[config.mk]
export PLATFORM = sky130hd
export DESIGN_NAME = dcache_axi_master
export DESIGN_NICKNAME = d
export VERILOG_FILES = /design/src/rtl/dcache_axi_master.sv
export SDC_FILE = /design/constraint.sdc
export NUM_CORES = 1
export LEC_CHECK = 0
export BUFFER_PORTS_ARGS = -buffer_cell sky130_fd_sc_hd__buf_2
export CORE_AREA = 5 5 301 303
export DETAILED_ROUTE_END_ITERATION = 8
export DIE_AREA = 0 0 306 308
export GPL_TIMING_DRIVEN = 0
export SETUP_SLACK_MARGIN = 0.3
export SLEW_MARGIN = 5
export SYNTH_ARGS = -nofsm -noshare
export SYNTH_HDL_FRONTEND = slang
export SYNTH_SLANG_ARGS = --single-unit
[constraint.sdc]
create_clock -name clk -period 1.9 [get_ports clk]
set_input_delay 0.285 -clock clk [delete_from_list [all_inputs] [get_ports clk]]
set_output_delay 0.285 -clock clk [all_outputs]
set_load 0.01 [all_outputs]
[src/rtl/dcache_axi_master.sv]
// AXI4 master for the data cache: line/word refills become AR/R bursts, dirty
// lines become 8-beat AW/W/B writebacks. Read and write channels run independently.
module dcache_axi_master #(
    parameter int ID_W  = 4,
    parameter int RD_ID = 1,
    parameter int WR_ID = 1
) (
    input  logic              clk,
    input  logic              reset,
    // cache read side
    input  logic              rd_req,
    input  logic [2:0]        rd_type,
    input  logic [31:0]       rd_addr,
    output logic              rd_rdy,
    output logic              ret_valid,
    output logic [255:0]      ret_data,
    // cache writeback side
    input  logic              wr_req,
    input  logic [31:0]       wr_addr,
    input  logic [3:0]        wr_wstrb,
    input  logic [255:0]      wr_data,
    output logic              wr_rdy,
    // AR
    output logic [ID_W-1:0]   arid,
    output logic [31:0]       araddr,
    output logic [7:0]        arlen,
    output logic [2:0]        arsize,
    output logic [1:0]        arburst,
    output logic              arvalid,
    input  logic              arready,
    // R
    input  logic [ID_W-1:0]   rid,
    input  logic [31:0]       rdata,
    input  logic [1:0]        rresp,
    input  logic              rlast,
    input  logic              rvalid,
    output logic              rready,
    // AW
    output logic [ID_W-1:0]   awid,
    output logic [31:0]       awaddr,
    output logic [7:0]        awlen,
    output logic [2:0]        awsize,
    output logic [1:0]        awburst,
    output logic              awvalid,
    input  logic              awready,
    // W
    output logic [31:0]       wdata,
    output logic [3:0]        wstrb,
    output logic              wlast,
    output logic              wvalid,
    input  logic              wready,
    // B
    input  logic [ID_W-1:0]   bid,
    input  logic [1:0]        bresp,
    input  logic              bvalid,
    output logic              bready
);

    typedef enum logic [1:0] {R_IDLE, R_AR, R_DATA, R_RET} r_state_t;
    typedef enum logic [1:0] {W_IDLE, W_AW, W_DATA, W_RESP} w_state_t;

    r_state_t         r_state;
    w_state_t         w_state;
    logic [7:0][31:0] rbuf;
    logic [3:0]       rcnt;
    logic [7:0][31:0] wbuf;
    logic [2:0]       wcnt;
    logic [26:0]      w_line;

    logic             w_accept;
    logic             w_busy_nxt;
    logic [26:0]      w_line_nxt;
    logic [26:0]      r_line_nxt;
    logic             hazard_nxt;

    logic             unused;
    assign unused = ^{rid, rresp, bid, bresp, wr_addr[4:0]};

    // Hazard is evaluated against next-cycle write state so that a write
    // accepted in the same cycle as a same-line read already blocks the AR.
    assign w_accept   = (w_state == W_IDLE) && wr_req;
    assign w_busy_nxt = w_accept ||
                        ((w_state != W_IDLE) && !((w_state == W_RESP) && bvalid));
    assign w_line_nxt = w_accept ? wr_addr[31:5] : w_line;
    assign r_line_nxt = (r_state == R_IDLE) ? rd_addr[31:5] : araddr[31:5];
    assign hazard_nxt = w_busy_nxt && (w_line_nxt == r_line_nxt);

    assign arid     = ID_W'(RD_ID);
    assign arburst  = 2'b01;
    assign ret_data = rbuf;

    always_ff @(posedge clk or negedge reset) begin
        if (!reset) begin
            r_state   <= R_IDLE;
            rd_rdy    <= 1'b1;
            arvalid   <= 1'b0;
            rready    <= 1'b0;
            ret_valid <= 1'b0;
            araddr    <= '0;
            arlen     <= '0;
            arsize    <= '0;
            rbuf      <= '0;
            rcnt      <= '0;
        end else begin
            case (r_state)
                R_IDLE: begin
                    if (rd_req) begin
                        rd_rdy  <= 1'b0;
                        rbuf    <= '0;
                        rcnt    <= '0;
                        arvalid <= !hazard_nxt;
                        r_state <= R_AR;
                        case (rd_type)
                            3'b100: begin
                                araddr <= {rd_addr[31:5], 5'b0};
                                arlen  <= 8'd7;
                                arsize <= 3'd2;
                            end
                            3'b000: begin
                                araddr <= rd_addr;
                                arlen  <= 8'd0;
                                arsize <= 3'd0;
                            end
                            3'b001: begin
                                araddr <= rd_addr;
                                arlen  <= 8'd0;
                                arsize <= 3'd1;
                            end
                            default: begin
                                araddr <= rd_addr;
                                arlen  <= 8'd0;
                                arsize <= 3'd2;
                            end
                        endcase
                    end
                end
                R_AR: begin
                    if (arvalid && arready) begin
                        arvalid <= 1'b0;
                        rready  <= 1'b1;
                        r_state <= R_DATA;
                    end else if (!arvalid) begin
                        arvalid <= !hazard_nxt;
                    end
                end
                R_DATA: begin
                    if (rvalid) begin
                        // rcnt saturates at 8 so surplus beats are discarded
                        if (!rcnt[3]) begin
                            rbuf[rcnt[2:0]] <= rdata;
                            rcnt            <= rcnt + 4'd1;
                        end
                        if (rlast) begin
                            rready    <= 1'b0;
                            ret_valid <= 1'b1;
                            r_state   <= R_RET;
                        end
                    end
                end
                R_RET: begin
                    ret_valid <= 1'b0;
                    rd_rdy    <= 1'b1;
                    r_state   <= R_IDLE;
                end
                default: r_state <= R_IDLE;
            endcase
        end
    end

    assign awid    = ID_W'(WR_ID);
    assign awaddr  = {w_line, 5'b0};
    assign awlen   = 8'd7;
    assign awsize  = 3'd2;
    assign awburst = 2'b01;
    assign wdata   = wbuf[wcnt];
    assign wlast   = (w_state == W_DATA) && (wcnt == 3'd7);

    always_ff @(posedge clk or negedge reset) begin
        if (!reset) begin
            w_state <= W_IDLE;
            wr_rdy  <= 1'b1;
            awvalid <= 1'b0;
            wvalid  <= 1'b0;
            bready  <= 1'b0;
            w_line  <= '0;
            wstrb   <= '0;
            wbuf    <= '0;
            wcnt    <= '0;
        end else begin
            case (w_state)
                W_IDLE: begin
                    if (wr_req) begin
                        wr_rdy  <= 1'b0;
                        w_line  <= wr_addr[31:5];
                        wstrb   <= wr_wstrb;
                        wbuf    <= wr_data;
                        wcnt    <= '0;
                        awvalid <= 1'b1;
                        w_state <= W_AW;
                    end
                end
                W_AW: begin
                    if (awready) begin
                        awvalid <= 1'b0;
                        wvalid  <= 1'b1;
                        w_state <= W_DATA;
                    end
                end
                W_DATA: begin
                    if (wready) begin
                        if (wcnt == 3'd7) begin
                            wvalid  <= 1'b0;
                            bready  <= 1'b1;
                            w_state <= W_RESP;
                        end else begin
                            wcnt <= wcnt + 3'd1;
                        end
                    end
                end
                W_RESP: begin
                    if (bvalid) begin
                        bready  <= 1'b0;
                        wr_rdy  <= 1'b1;
                        w_state <= W_IDLE;
                    end
                end
                default: w_state <= W_IDLE;
            endcase
        end
    end

endmodule

### Word level (Yosys, flattened, before mapping)

Cells that the tools add are included.

* flip-flop bits (word level): 605
* bits in latches: 0
* memory bits (writable): 0
* ROM bits: 0
* input bits: 381
* output and inout bits: 399
* logic and storage cells: 159
* memories: 0

* add/sub/neg operators: 2
* $mul: 0
* div/mod/pow operators: 0
* $lt $le $gt $ge: 3
* equality and inequality tests: 21
* shift-type cells: 0
* multiplexer cells: 60
* bitwise gates (word level): 0
* reductions and logical operators: 39

Operator list (number)
* 256-bit 2-to-1 mux: 3
* 256-bit case mux with 2 select lines: 1
* 256-bit bitwise mux: 1
* 32-bit binary-select mux with 3-bit select: 1
* 32-bit demux with 3-bit select: 1
* 32-bit 2-to-1 mux: 2
* 27-bit 2-to-1 mux: 2
* 27-bit equality test: 1
* 4-bit AND reduction: 6
* 2-bit nonzero test: 11
* 2-bit != test (second input constant): 10
* 1-bit 2-to-1 mux: 19
* 2-bit 2-to-1 mux: 9
* 1-bit case mux with 2 select lines: 8
* 2-bit case mux with 4 select lines: 2
* 3-bit 2-to-1 mux: 4
* 4-bit 2-to-1 mux: 3
* 3-bit AND reduction: 4
* 2-bit equality test (second input constant): 4
* 3-bit by 4-bit < comparator with 1-bit output (second input constant): 2
* 4-bit case mux with 2 select lines: 1
* 2-bit AND reduction: 4
* 1-bit logical AND: 7
* 3-bit equality test (second input constant): 2
* 14 further kinds: 17

### Logic depth before layout (Yosys ltp)

* depth in word-level cells: 10
* depth in mapped cells: 10
* gate-level depth less buffers: 8

### Worst setup path after synthesis

OpenSTA, ideal clock, no wires.

* path kind: reg2reg
* start: reg w_state[0]
* end: reg arvalid
* library setup time: 0.119 ns
* arrival time: 1.971 ns
* required time: 1.781 ns
* slack: -0.190 ns
* cell stages (with the launch flop): 10
* period minus slack after synthesis: 2.090 ns
* cell sequence: dfrtp_1 > inv_1 > ha_1 > nand2_4 > buf_12 > mux2_1 > xnor2_1 > nor4_1 > nand4_1 > o21a_1

* word-level cells in the longest chain between the ends: 10
* elaborated cells between the ends (all ways): 16

Ends and longest elaborated chain
* from (decl): RTL line 63 `w_state_t w_state;`
* from (signal assigned): RTL line 180 `w_state <= W_IDLE;`
* from (signal assigned): RTL line 199 `w_state <= W_AW;`
* from (signal assigned): RTL line 206 `w_state <= W_DATA;`
* parallel branches: the longest is 5 deep, another holds 27-bit 2-to-1 mux
* 1-bit logical AND (*): RTL line 86 `assign hazard_nxt = w_busy_nxt && (w_line_nxt == r_line_nxt);`
* 1-bit logical NOT (*): RTL line 111, 143
* 1-bit 2-to-1 mux: RTL line 142 `end else if (!arvalid) begin`
* 1-bit 2-to-1 mux: RTL line 138 `if (arvalid && arready) begin`
* 1-bit case mux with 2 select lines (*): RTL line 105 `case (r_state)`
* to (signal assigned): RTL line 111 `arvalid <= !hazard_nxt;`
* to (signal assigned): RTL line 143 `arvalid <= !hazard_nxt;`
* to (decl): RTL line 29 `output logic arvalid,`

Every way passes the cells marked *. The select of a mux whose other input is x is not followed.
A chain may end at the register's enable or synchronous reset.

### Final worst setup path

* start: reg wcnt[0]
* end: out wdata[17]

* word-level cells in the longest chain between the ends: 2

Ends and longest elaborated chain
* from (decl): RTL line 67 `logic [2:0] wcnt;`
* from (signal assigned): RTL line 216 `wcnt <= wcnt + 3'd1;`
* 32-bit binary-select mux with 3-bit select: RTL line 175 `assign wdata = wbuf[wcnt];`
* 32-bit 2-to-1 mux (implied by the code): RTL line 175
* to (decl): RTL line 47 `output logic [31:0] wdata,`

Every way passes these cells. The select of a mux whose other input is x is not followed.

==> run metrics <==
status=complete, but fails checks; failing checks=hold timing, setup timing; Pwr Total=64.0 mW; area share of the largest cell type after synthesis=58.8%; gr usage total=21.8%; hold_ws=-301 ps; Clock Tree Root=clkbuf_16; CTS Hold Buffers Added=343; prevailing post-synth register cell=dfrtp_1; DR pass1 iterations=6; synth top area cells=dfrtp_1 (59%), mux2_2 (14%), a22o_1 (6.8%); synthesized flop and latch total=597; fin crit share=137%; nets=3,482; worst clock skew=19.4 ps; fmax=385 MHz; Initial Util=28.9%; max_cap viols=0; Synth async-reset ratio=100%; clock tree buffer depth=3; fin crit period=2600 ps; WS Path Type=register to output pin; post-route ant nets=0; setup TNS=-101,990 ps; EDFF count, synth=0; Hold Path Class=primary input to asynchronous set/reset pin; delay-heaviest family, CP=buffers and inverters; synthesized area=0.0253 mm^2; Slew @ Worst Pin=784 ps; drt wl/cell=25.3 um; Final Hold Viols=96; post-route insts no fill=4,310; H-tree levels=3; vias=21,194; cell taking the most area after synthesis=dfrtp_1; Unique masters post-synth=50; Port Buffers=727; largest net degree at the start of global routing=112; Levels on crit path=7; Relative slew margins=47.7%; CTS tree=done; cell count after placement=3,689; average cell area after synthesis=14.4 um^2; total length of routed wires=109,000 um; initial antenna violation count=5; die height=308 um; R2R Path End=arvalid; setup ws final=-695 ps; Final HPWL DP=74,800 um; Data required, critical path=1620 ps; Critical Path Source=wcnt[0]; Worst Reg-to-Reg Cells=10; Finished Core Util=46.3%; total core area=0.0877 mm^2; Startpoint Class=register; sequential area share after synthesis=59.0%; DRC viols=0; CP Cell Sequence=buf_12, buf_16, buf_12, mux4_2, nand2_1, nand2_1, buf_2; Site Rows=109; GR Overflow Total=0; Max rail drop VDD=1040 uV; Clock Pin Slew Worst Setup and Hold Paths=60 ps; Critical Path Max Stage Delay=520 ps; PD cells=1580 mW/mm^2; critical path peak fanout=6; final setup fails=436; Crit. End Element=output pin; Worst path slowest cell=mux4_2; CP Capture Point=wdata[17]; Leak Pwr=19.5 nW; CTS Sinks=597; Area growth syn-to-layout=60.3%; CTS buffer count=70; share of cells above drive strength 1=53.5%; routability cong.=0.894; Via density=4.92; first-pass GRT wire length=154,000 um; Buf+Inv Stages, Crit Path=4; Die Width=306 um; IO Pins=780; 1st-iter DRT viols=1,440; flop-to-flop setup slack=-380 ps; vias in the first global route=22,771; Max Slew Vio Count=0; unrepaired setup endpoints after global routing=true; die outline area=0.0942 mm^2; synth warn=0; Worst-Skew Late Latency=610 ps; RR Startpoint=w_state[0]; crit path DAT=2310 ps; Syn Inst Count=1,760
==> cell families after synthesis <==
logic type      synth area share (%)
flops                           59.0
mux                             20.9
compound gates                  10.5
buf+inv                         4.43
simple gates                    3.62
xor+xnor                       0.968
fa+ha+maj                      0.593
other cells                   0.0297
==> where the power goes <==
| group | switching (mW) | internal, mW |
|---|---|---|
| Clock | 5.56 | 7.81 |
| Sequential | 2.62 | 17.2 |
| Combinational | 14.2 | 16.6 |
| Total | 22.4 | 41.6 |
==> per-stage QoR <==
stage               setup slack (ps)  area [um^2]
finish                          -695        40600
global route                    -775        40600
CTS                             -714        39300
detailed placement              -765        31200
global placement              -12490        31100
floorplan                      -37.5        26000
==> how the worst min path moves through the flow <==
stage | slack (ps) | endpoint | startpoint | cells past startpoint
3_5_place_dp | 370 | wbuf[177] | reset | 1
6_report | -300 | wbuf[177] | reset | 1
2_1_floorplan | -10 | araddr[0] | reset | 0
5_1_grt | -260 | wbuf[177] | reset | 1
3_3_place_gp | 470 | ret_data[37] | ret_data[37] | 1
4_1_cts | -300 | wbuf[22] | reset | 1
==> sequential cells by signal (all words and copies together) (netlist names), 2 cells and up <==
signal,count
ret_data,256
araddr,32
rcnt,4
wstrb,4
wbuf,256
w_state,2
w_line,27
r_state,2
arsize,2
wcnt,3
==> area by class of cell <==
class,count,area [um^2]
diodes,7,17.5
multi-input cells,984,10100
clock buffers,101,2050
clock inverters,20,236
plain buffers,200,2280
inverters,11,41.3
well taps,1165,1460
fillers,7692,47100
repair buffers,1225,9510
flip-flops and latches,597,14900
==> synthesized netlist by cell type, types with 2 or more instances <==
cell type and count:
dfstp_2 2, nor2_1 13, xnor2_1 27, nor3b_1 2, nand2_1 117, inv_1 11, ha_1 12, conb_1 2
dfrtp_1 595, a21oi_2 5, clkbuf_2 3, a32o_1 65, mux2i_1 30, nand3_1 5, a21oi_1 14, nand2b_1 3
clkbuf_1 45, a31oi_1 2, buf_1 9, o21ai_0 16, buf_6 6, mux2_4 2, nor2b_1 2, a22o_1 198
buf_2 98, and3_1 34, buf_4 38, nor4_1 7, and3b_1 2, mux4_2 64, nor3_1 2, mux2_2 311
==> repair_timing <==
action                     in CTS  in global routing
setup endpoints to repair     598                604
resized for setup             339                141
hold endpoints to repair      456                 96
gates cloned                   29                 19
setup buffers                  67                 35
pin swaps                      56                 44
==> metal layers <==
metal  vias to the layer above  share of wire (%)  global-route usage, %
li1                       9112                  -                      -
met1                     10761                 37                   25.1
met2                      1024                 49                   37.4
met3                       295                7.7                   6.01
met4                         2                6.1                   11.2
met5                         -             0.0064                      0
==> layout by cell type (no fill, tap or decap), types with 12 or more instances in the layout <==
| cell | Yosys | final |
|---|---|---|
| xnor2_1 | 27 | 24 |
| clkbuf_8 | 0 | 22 |
| buf_16 | 0 | 19 |
| clkbuf_1 | 45 | 31 |
| a22o_1 | 198 | 198 |
| and3_4 | 0 | 26 |
| dlygate4sd3_1 | 0 | 343 |
| mux4_2 | 64 | 64 |
| buf_12 | 1 | 55 |
| a32o_1 | 65 | 64 |
| dfrtp_1 | 595 | 593 |
| nand2_1 | 117 | 61 |
| buf_2 | 98 | 718 |
| nand2_2 | 1 | 53 |
| buf_8 | 0 | 41 |
| mux2_2 | 311 | 305 |
| clkbuf_2 | 3 | 15 |
| o21ai_0 | 16 | 14 |
| buf_4 | 38 | 96 |
| mux2i_1 | 30 | 27 |
| conb_1 | 2 | 34 |
| buf_6 | 6 | 84 |
| clkbuf_16 | 0 | 94 |
| nor2_1 | 13 | 12 |
(Power assumes the default switching activity.)
